File: src/rtl/lap_pkg.sv
// Shared types and constants for the lap-time stage.
// Latency: none (declarations only).
// Backpressure: none (declarations only).
package lap_pkg;

    // Width of one BCD digit.
    localparam int BCD_W = 4;

    // BCD time constants: zero lap and the largest two-digit reading.
    localparam logic [2*BCD_W-1:0] BCD_ZERO = 8'h00;
    localparam logic [2*BCD_W-1:0] BCD_MAX  = 8'h99;

    // Lap computation sequencer states.
    typedef enum logic [1:0] {
        ST_IDLE     = 2'd0,
        ST_SUB_ONES = 2'd1,
        ST_SUB_TENS = 2'd2,
        ST_COMMIT   = 2'd3
    } lap_state_t;

    // True when a nibble holds a legal decimal digit.
    function automatic logic bcd_digit_ok(input logic [BCD_W-1:0] digit);
        return (digit <= 4'd9);
    endfunction

endpackage

File: src/rtl/bcd_digit_sub.sv
// Single BCD digit subtract a - b - borrow_in, result folded back into 0-9.
// Latency: purely combinational.
// Backpressure: none; operands are consumed in the cycle they are presented.
module bcd_digit_sub
    import lap_pkg::*;
(
    input  logic [BCD_W-1:0] a_i,
    input  logic [BCD_W-1:0] b_i,
    input  logic             borrow_i,
    output logic [BCD_W-1:0] diff_o,
    output logic             borrow_o
);

    logic [BCD_W:0] raw;

    // Subtract with one extra bit; a set top bit means the result went negative
    // and the digit is corrected by adding ten (low nibble wraps modulo 16).
    always_comb begin
        raw      = {1'b0, a_i} - {1'b0, b_i} - {{BCD_W{1'b0}}, borrow_i};
        borrow_o = raw[BCD_W];
        diff_o   = raw[BCD_W] ? (raw[BCD_W-1:0] + 4'd10) : raw[BCD_W-1:0];
    end

endmodule

File: src/rtl/lap_tracker.sv
// Lap timer: on a strobe, lap = now - previous mark (mod 100, BCD); tracks best lap and lap count.
// Latency: strobe in cycle N -> lap_valid in cycle N+3; busy high in N+1..N+3.
// Backpressure: strobes arriving while busy are dropped, never queued.
module lap_tracker
    import lap_pkg::*;
#(
    parameter int MAX_LAPS  = 15,
    parameter int LAP_CNT_W = 4
) (
    input  logic                 clk,
    input  logic                 reset,
    input  logic                 init,
    input  logic [7:0]           time_bcd,
    input  logic                 lap_strobe,
    output logic                 busy,
    output logic                 lap_valid,
    output logic [7:0]           lap_bcd,
    output logic [7:0]           best_bcd,
    output logic                 best_valid,
    output logic                 new_best,
    output logic [LAP_CNT_W-1:0] lap_count,
    output logic                 bcd_err
);

    localparam logic [LAP_CNT_W-1:0] CNT_MAX = LAP_CNT_W'(MAX_LAPS);

    lap_state_t state_q, state_d;

    logic [7:0]           cur_q;
    logic [7:0]           mark_q;
    logic [BCD_W-1:0]     d0_q;
    logic                 borrow_q;
    logic [7:0]           lap_q;
    logic [7:0]           best_q;
    logic                 best_valid_q;
    logic                 new_best_q;
    logic                 lap_valid_q;
    logic [LAP_CNT_W-1:0] cnt_q;
    logic                 err_q;

    logic                 clear;
    logic                 time_ok;
    logic                 accept;
    logic                 reject;
    logic                 do_ones;
    logic                 do_tens;
    logic [BCD_W-1:0]     sub_a;
    logic [BCD_W-1:0]     sub_b;
    logic                 sub_bin;
    logic [BCD_W-1:0]     sub_diff;
    logic                 sub_bout;
    logic [7:0]           lap_new;
    logic                 is_better;

    assign clear   = reset | init;
    assign time_ok = bcd_digit_ok(time_bcd[7:4]) & bcd_digit_ok(time_bcd[3:0]);

    // State register; reset and init both force the sequencer back to idle.
    always_ff @(posedge clk) begin
        if (clear) begin
            state_q <= ST_IDLE;
        end else begin
            state_q <= state_d;
        end
    end

    // Next state: a legal strobe in idle starts the ones/tens/commit sequence.
    always_comb begin
        state_d = state_q;
        case (state_q)
            ST_IDLE:     if (lap_strobe && time_ok) state_d = ST_SUB_ONES;
            ST_SUB_ONES: state_d = ST_SUB_TENS;
            ST_SUB_TENS: state_d = ST_COMMIT;
            ST_COMMIT:   state_d = ST_IDLE;
            default:     state_d = ST_IDLE;
        endcase
    end

    // State-decoded controls and the operand mux feeding the shared digit subtractor.
    always_comb begin
        busy    = (state_q != ST_IDLE);
        accept  = (state_q == ST_IDLE) && lap_strobe && time_ok;
        reject  = (state_q == ST_IDLE) && lap_strobe && !time_ok;
        do_ones = (state_q == ST_SUB_ONES);
        do_tens = (state_q == ST_SUB_TENS);
        sub_a   = do_tens ? cur_q[7:4]  : cur_q[3:0];
        sub_b   = do_tens ? mark_q[7:4] : mark_q[3:0];
        sub_bin = do_tens ? borrow_q    : 1'b0;
    end

    bcd_digit_sub u_sub (
        .a_i      (sub_a),
        .b_i      (sub_b),
        .borrow_i (sub_bin),
        .diff_o   (sub_diff),
        .borrow_o (sub_bout)
    );

    // Lap result is the tens digit coming out of the subtractor now plus the stored ones digit.
    // Better-lap test compares tens first, then ones; zero laps never qualify.
    always_comb begin
        lap_new   = {sub_diff, d0_q};
        is_better = (lap_new != BCD_ZERO) &&
                    ((lap_new[7:4] < best_q[7:4]) ||
                     ((lap_new[7:4] == best_q[7:4]) && (lap_new[3:0] < best_q[3:0])));
    end

    // Datapath: capture, per-digit subtract, and results registered on entry to commit
    // so the outputs and the valid pulse are visible together during the commit cycle.
    always_ff @(posedge clk) begin
        if (clear) begin
            cur_q        <= BCD_ZERO;
            mark_q       <= BCD_ZERO;
            d0_q         <= '0;
            borrow_q     <= 1'b0;
            lap_q        <= BCD_ZERO;
            best_q       <= BCD_MAX;
            best_valid_q <= 1'b0;
            new_best_q   <= 1'b0;
            lap_valid_q  <= 1'b0;
            cnt_q        <= '0;
            err_q        <= 1'b0;
        end else begin
            lap_valid_q <= 1'b0;
            new_best_q  <= 1'b0;
            if (accept) begin
                cur_q <= time_bcd;
            end
            if (reject) begin
                err_q <= 1'b1;
            end
            if (do_ones) begin
                d0_q     <= sub_diff;
                borrow_q <= sub_bout;
            end
            if (do_tens) begin
                lap_q       <= lap_new;
                mark_q      <= cur_q;
                lap_valid_q <= 1'b1;
                if (cnt_q != CNT_MAX) begin
                    cnt_q <= cnt_q + 1'b1;
                end
                if (is_better) begin
                    best_q       <= lap_new;
                    best_valid_q <= 1'b1;
                    new_best_q   <= 1'b1;
                end
            end
        end
    end

    assign lap_valid  = lap_valid_q;
    assign lap_bcd    = lap_q;
    assign best_bcd   = best_q;
    assign best_valid = best_valid_q;
    assign new_best   = new_best_q;
    assign lap_count  = cnt_q;
    assign bcd_err    = err_q;

endmodule

File: config.mk
export PLATFORM = sky130hd
export DESIGN_NAME = lap_tracker
export DESIGN_NICKNAME = d
export VERILOG_FILES = /design/src/rtl/lap_pkg.sv /design/src/rtl/bcd_digit_sub.sv /design/src/rtl/lap_tracker.sv
export SDC_FILE = /design/constraint.sdc
export NUM_CORES = 1
export LEC_CHECK = 0
export BUFFER_PORTS_ARGS = -buffer_cell sky130_fd_sc_hd__buf_2
export CAP_MARGIN = 20
export CORE_ASPECT_RATIO = 0.9
export CORE_MARGIN = 2
export CORE_UTILIZATION = 56
export DETAILED_ROUTE_END_ITERATION = 12
export PLACE_DENSITY = 0.79
export SETUP_SLACK_MARGIN = 0.2
export SYNTH_ARGS = -nofsm -noshare
export SYNTH_HDL_FRONTEND = slang
export SYNTH_SLANG_ARGS = --single-unit
File: constraint.sdc
create_clock -name clk -period 5.1 [get_ports clk]
set_input_delay 0.255 -clock clk [delete_from_list [all_inputs] [get_ports clk]]
set_output_delay 0.255 -clock clk [all_outputs]
set_load 0.02 [all_outputs]
==> results of run 1 <==
flip-flops by register name, indices dropped and copies added (netlist names):
name        cells
lap_count       4
cur_q           8
best_valid      1
lap_bcd         8
bcd_err         1
lap_valid       1
d0_q            4
mark_q          8
state_q         2
best_bcd        8
borrow_q        1
new_best        1
worst min-delay path by stage:
stage | startpoint | to | cells past startpoint
finish | time_bcd[4] | cur_q[4]$_SDFFE_PP0P_ | 3
global route | time_bcd[5] | cur_q[5]$_SDFFE_PP0P_ | 3
CTS | time_bcd[4] | cur_q[4]$_SDFFE_PP0P_ | 3
detailed placement | bcd_err$_SDFFE_PP0P_ | bcd_err$_SDFFE_PP0P_ | 2
global placement | bcd_err$_SDFFE_PP0P_ | bcd_err$_SDFFE_PP0P_ | 2
floorplan | time_bcd[0] | cur_q[0]$_SDFFE_PP0P_ | 2
through the flow:
stage	cells	util	power, W	hold WS (ns)	cell area, sq um
finish	334	0.663	0.000679	0.190	2700
global route	334	0.663	0.000706	0.216	2700
CTS	334	0.663	0.000685	0.189	2700
detailed placement	327	0.638	0.000429	0.455	2600
global placement	327	0.638	0.000428	0.443	2600
floorplan	252	-	0.000415	0.399	2380
cells by family (layout without fill, tap and decap cells):
family,after synthesis,count (layout)
adders and majority gates,20,20
buffers and inverters,28,62
muxes,36,36
and+or+nand+nor,79,79
xor gates and xnor gates,6,6
DFF,47,47
AOI/OAI and AO/OA,36,36
worst min-delay path, cell delays in order:
cell and delay [ns]:
buf_2 0.07, mux2i_1 0.05, nor2_1 0.07
area by class of cell:
class | instances | area [sq um]
clock inverters | 1 | 30.0
clock buffers | 6 | 72.6
repair buffers | 39 | 203
multi-input cells | 177 | 1330
flip-flops and latches | 47 | 941
well taps | 48 | 60.1
inverters | 16 | 60.1
fillers | 347 | 1370
layer usage:
layer | vias up | wire length (microns) | share of wire
met5 | - | 0 | 0
met4 | 0 | 89 | 0.020
met3 | 10 | 147 | 0.033
met2 | 29 | 2140 | 0.48
met1 | 869 | 2060 | 0.46
li1 | 934 | - | -
power groups by stage:
stage | logic, W | registers, W | clock network (W)
floorplan | 0.0000339 | 0.000381 | 0
global placement | 0.0000468 | 0.000381 | 0
detailed placement | 0.0000474 | 0.000381 | 0
CTS | 0.0000475 | 0.000373 | 0.000265
global route | 0.0000536 | 0.000373 | 0.000279
finish | 0.0000475 | 0.000373 | 0.000259
repair_timing:
| action | 4_1_cts | 5_1_grt |
|---|---|---|
| buffers inserted | 0 | 0 |
| resized for setup | 0 | 0 |
| setup endpoints to repair | 0 | 5 |
placed cells by master, fill, tap and decap left out, drive strengths merged, types with 4 or more instances in the layout:
| cell type | synthesis | layout |
|---|---|---|
| mux2i | 32 | 32 |
| dfxtp | 47 | 47 |
| nand2 | 10 | 10 |
| nand3 | 4 | 4 |
| a21oi | 8 | 8 |
| a211oi | 10 | 10 |
| nor2 | 42 | 42 |
| and2 | 4 | 4 |
| inv | 16 | 16 |
| mux2 | 4 | 4 |
| clkbuf | 8 | 6 |
| ha | 18 | 18 |
| buf | 4 | 39 |
| o21ai | 6 | 6 |
synth_stat cells (3+ instances only):
library cell,instances,area share
dfxtp_1,47,0.39
nor2_1,42,0.066
mux2i_1,32,0.13
ha_1,18,0.095
inv_1,16,0.025
nand2_1,10,0.016
a211oi_1,9,0.028
clkbuf_1,8,0.013
a21oi_1,7,0.015
o21ai_0,6,0.013
and2_1,4,0.011
nand3_1,4,0.0084
mux2_2,3,0.014
nand4_1,3,0.0079
nor2b_1,3,0.0079
nor3_1,3,0.0063
nor3b_1,3,0.0095
o21a_1,3,0.0095
o31ai_1,3,0.0095
xor2_1,3,0.011
==> run summary, run 1 <==
Adder-Cell Fraction of Synth Area = 0.111
Global Route met2 Usage = 0.367
Register-to-Register Path Depth = 18
die area = 0.00479 sq mm
die width = 72.8 microns
Reg-to-Reg Start = state_q[0]$_SDFFE_PP0P_
Syn Inst Count = 252
final setup fails = 0
max-slew violations = 0
buffers and inverters on the worst path = 4
worst slack, placed = 0.486 ns
Tmin final = 4.54 ns
Post-Route WL = 4440 microns
Worst-path clk slew = 0.09 ns
Startpoint Class = register
combinational share of power = 0.070
CTS tree = yes
Arr. time, crit path = 4.77 ns
cts hold-fix bufs = 0
Int Power = 0.000533 W
# rows = 22
first-pass GRT wire length = 8100 microns
EDFF count, synth = 0
DR WL/cell = 13.3 microns
met1 Use GR = 0.257
run status = complete, no violations
crit end category = register
Num CTS Buffers = 5
switching power = 0.000146 W
PnR worst setup slack = 0.562 ns
Area Growth Syn to Fin = 13.3%
ant diodes = 0
GR peak layer = met2
peak supply drop = 0.000175 V
Worst Max-Slew Pin Slew = 0.804 ns
Setup Skew = 0.0124 ns
Synth Area in Compound Gates = 0.109
Synth Area in XOR/XNOR = 0.0284
Seq pwr share = 0.549
Setup crit start = state_q[0]$_SDFFE_PP0P_
critical path depth = 18
IO Count = 37
critical path class = reg -> reg
largest family of logic cells by synthesized area = simple AND/OR/NAND/NOR gates
via count = 1842
mux cell area share after synthesis = 0.155
Final TNS setup = 0 ns
Mapped Nets = 284
Max Root-Sink Buffers = 2
Final Hold Vio Count = 0
Sinks on Clock Net = 47
drt pass-1 iters = 4
P_leak = 1.13 nW
clk_lat worst skew = 0.30 ns
crit-path max cell delay = 0.46 ns
worst-path cell chain = inv_1 -> ha_1 -> buf_4 -> mux2i_1 -> fa_1 -> inv_1 -> fa_1 -> xor2_1 -> ha_1 -> nor3b_1 -> a211oi_1 -> o221a_2 -> inv_1 -> ha_1 -> nand4_1 -> o32a_1 -> a211oi_4 -> mux2i_1
Synth Area in Simple Gates = 0.157
area of the core = 0.00407 sq mm
clock root cell = clkbuf_8
H-tree depth = 2
count of cell types in the netlist = 39
period utilization = 0.890
relative slew slack = 0.464
port bufs = 36
layout cells sized above 1 = 0.185
die span in y = 65.9 microns
initial antenna violation count = 0
Primary FF master, synth = dfxtp_1
WP data required = 5.33 ns
grt met3 use = 0.0427
RSZ-0062 raised after global routing = no
clock power share = 0.381
Post-synth ARST share = 0
post-route ant nets = 0
Final Net Count = 318
Max Cap Viol = 0
largest net degree at the start of global routing = 44
end of the critical path = best_bcd[2]$_SDFFE_PP0P_
crit path max fanout = 13
Total GRT Usage = 0.211
fmax = 220 MHz
DR iter-0 viols = 94
flops & latches, synth = 47
RD Place Congestion = 0.806
Avg Cell Area, Syn = 9.45 sq um
reg-to-reg endpoint = best_bcd[2]$_SDFFE_PP0P_
PD cells = 251 mW/mm^2
detailed placer's ending HPWL = 3240 microns
sw frac = 0.215
DR vias/cell = 5.51
initial core utilization = 0.585
critical path's slowest cell = fa_1
worst min-delay path category = in -> reg
Ys Warns = 0
vias in the first global route = 1849
R2R Setup Slk = 0.56 ns
# DRC = 0
grt total ovfl = 0
post-synthesis sequential area ratio = 0.395
Crit path max-delay family = adder cells
Post-Syn Area = 0.00238 sq mm
Power figures use the tool's default switching activity.
==> run 2: changes to the inputs <==
Settings changed: CELL_PAD_IN_SITES_DETAIL_PLACEMENT from default to 0, CELL_PAD_IN_SITES_GLOBAL_PLACEMENT from default to 1, CORE_UTILIZATION 56 to 43, GPL_ROUTABILITY_DRIVEN from default to 0.
==> run 2 against run 1 <==
Via count grew 1.2%. Worst hold slack gained 0.00082 ns. Power shrank 2.6%. Critical path depth shrank 1. Count of clock-buffer cells in the layout grew 2. Critical path type unchanged. Critical endpoint unchanged. Largest power group unchanged.
==> run summary, run 2 (synthesized netlist as in run 1, its figures left out) <==
register area = 941 sq um (unchanged)
relative slew slack = 0.451 (-0.0133)
drt pass-1 iters = 4 (unchanged)
period utilization = 0.896 (+0.00596)
Arr. time, crit path = 4.79 ns (+0.02 ns)
Worst Max-Slew Pin Slew = 0.824 ns (+0.0200 ns)
sw frac = 0.224 (+0.00918)
H-tree depth = 2 (unchanged)
crit-path max cell delay = 0.45 ns (about the same)
combinational share of power = 0.073 (+0.003)
# rows = 25 (+14%)
vias in the first global route = 1709 (-7.6%)
crit path max fanout = 8 (-5)
Total GRT Usage = 0.164 (-0.0473)
die width = 82.5 microns (+13%)
largest net degree at the start of global routing = 44 (unchanged)
worst min-delay path category = in -> reg
worst-path cell chain = inv_1 -> ha_1 -> mux2_2 -> fa_1 -> inv_1 -> fa_1 -> ha_1 -> nor3b_1 -> a211oi_1 -> o221a_2 -> inv_1 -> ha_1 -> nand4_1 -> o32a_1 -> a211oi_4 -> buf_12 -> mux2i_1
Tmin final = 4.57 ns (+0.0304 ns)
DR WL/cell = 13.0 microns (-1.8%)
crit end category = register
initial antenna violation count = 0 (unchanged)
final setup fails = 0 (unchanged)
fmax = 219 MHz (-0.67%)
Area Growth Syn to Fin = 15.1%
cts hold-fix bufs = 0 (unchanged)
Max Root-Sink Buffers = 2 (unchanged)
footprint of the multi-input gates = 0.00133 sq mm (unchanged)
critical path class = reg -> reg
detailed placer's ending HPWL = 3410 microns (+5.2%)
clock power share = 0.364 (-0.017)
Worst-path clk slew = 0.08 ns (about the same)
CTS tree = yes
clock root cell = clkbuf_8
ant diodes = 0 (unchanged)
via count = 1865 (+1.2%)
fin area = 0.00274 sq mm (+1.5%)
Num CTS Buffers = 5 (unchanged)
P_leak = 1.14 nW (+0.74%)
area of the core = 0.00529 sq mm (+30%)
Final Net Count = 319 (+0.31%)
Post-CTS Setup Bufs = 0 (unchanged)
layout cells sized above 1 = 0.191 (+0.00566)
first-pass GRT wire length = 7810 microns (-3.6%)
IO Count = 37 (unchanged)
initial core utilization = 0.451 (-0.134)
hold depth = 3 (unchanged)
port bufs = 36 (unchanged)
run status = complete, no violations
PD cells = 241 mW/mm^2 (-4.0%)
die area = 0.00615 sq mm (+28%)
grt total ovfl = 0 (unchanged)
Sinks on Clock Net = 47 (unchanged)
die span in y = 74.6 microns (+13%)
Post-Route WL = 4630 microns (+4.4%)
Setup Skew = 0.00570 ns (-0.00673 ns)
max-slew violations = 0 (unchanged)
# DRC = 0 (unchanged)
most frequent cells in the layout = 47 x dfxtp_1, 42 x nor2_1, 36 x buf_2
clk_lat worst skew = 0.29 ns (about the same)
WP data required = 5.33 ns (about the same)
DR iter-0 viols = 75 (-20%)
Max Cap Viol = 0 (unchanged)
post-CTS resize count = 0 (unchanged)
commonest non-fill, non-tap cell in the layout = dfxtp_1
Final TNS setup = 0 ns (unchanged)
DR vias/cell = 5.25 (-4.7%)
critical path's slowest cell = fa_1
peak supply drop = 0.000125 V (-29%)
switching power = 0.000148 W (+1.6%)
Int Power = 0.000513 W (-3.7%)
Seq pwr share = 0.563 (+0.014)
Startpoint Class = register
Final Hold Vio Count = 0 (unchanged)
RSZ-0062 raised after global routing = no
Register-to-Register Path Depth = 17 (-1)
placed cell area = 0.00262 sq mm (+0.92%)
post-route ant nets = 0 (unchanged)
Filler cells = 496 (+43%)
==> run 2: changes by cell type in the layout (fill, tap and decap cells not counted), sizes merged <==
cell,previous run,this run
clkbuf,6,8
buf,39,40
bufinv,1,0
==> run 2: stage by stage <==
stage | std cells | setup slack, ns | hold WS, ns | utilization | total power (W)
floorplan | 252 | 0.405 | 0.399 | - | 0.000415
global route | 355 | 0.298 | 0.202 | 0.519 | 0.000693
CTS | 354 | 0.405 | 0.180 | 0.515 | 0.000673
detailed placement | 346 | 0.433 | 0.448 | 0.496 | 0.000430
finish | 355 | 0.532 | 0.190 | 0.519 | 0.000661
global placement | 346 | 0.610 | 0.445 | 0.496 | 0.000429
==> run 2: worst paths after layout <==
check,to,start,slack (ns)
min reg2reg,best_valid$_SDFFE_PP0P_,best_valid$_SDFFE_PP0P_,0.46
max reg2reg,best_bcd[2]$_SDFFE_PP0P_,state_q[0]$_SDFFE_PP0P_,0.53
min,cur_q[0]$_SDFFE_PP0P_,time_bcd[0],0.19
max,best_bcd[2]$_SDFFE_PP0P_,state_q[0]$_SDFFE_PP0P_,0.53
==> run 2: layout make-up <==
cell class                      count  area share
Multi-Input combinational cell    177       0.487
Sequential cell                    47       0.343
Timing Repair Buffer               40      0.0812
Clock buffer                        8      0.0365
Tap cell                           67      0.0306
Inverter                           16      0.0219
==> run 2: power groups by stage <==
stage,clock network (W),logic (W),registers [W]
floorplan,0,0.0000339,0.000381
global placement,0,0.0000482,0.000381
detailed placement,0,0.0000485,0.000381
CTS,0.000252,0.0000485,0.000372
global route,0.000265,0.0000550,0.000373
finish,0.000241,0.0000482,0.000372
==> run 2: metal layers <==
layer / track usage / wire (microns)
met1: 0.214 / 2220
met2: 0.271 / 2100
met3: 0.0372 / 238
met4: 0.0519 / 70
met5: 0 / 0
==> run 2: critical path: cells and delay by family (launching register included) <==
kind / cells / cell delay [ns]
AOI/OAI and AO/OA: 4 / 1.15
buffers and inverters: 4 / 0.47
DFF: 1 / 0.32
and+or+nand+nor: 2 / 0.27
adders and majority gates: 5 / 1.73
muxes: 2 / 0.55
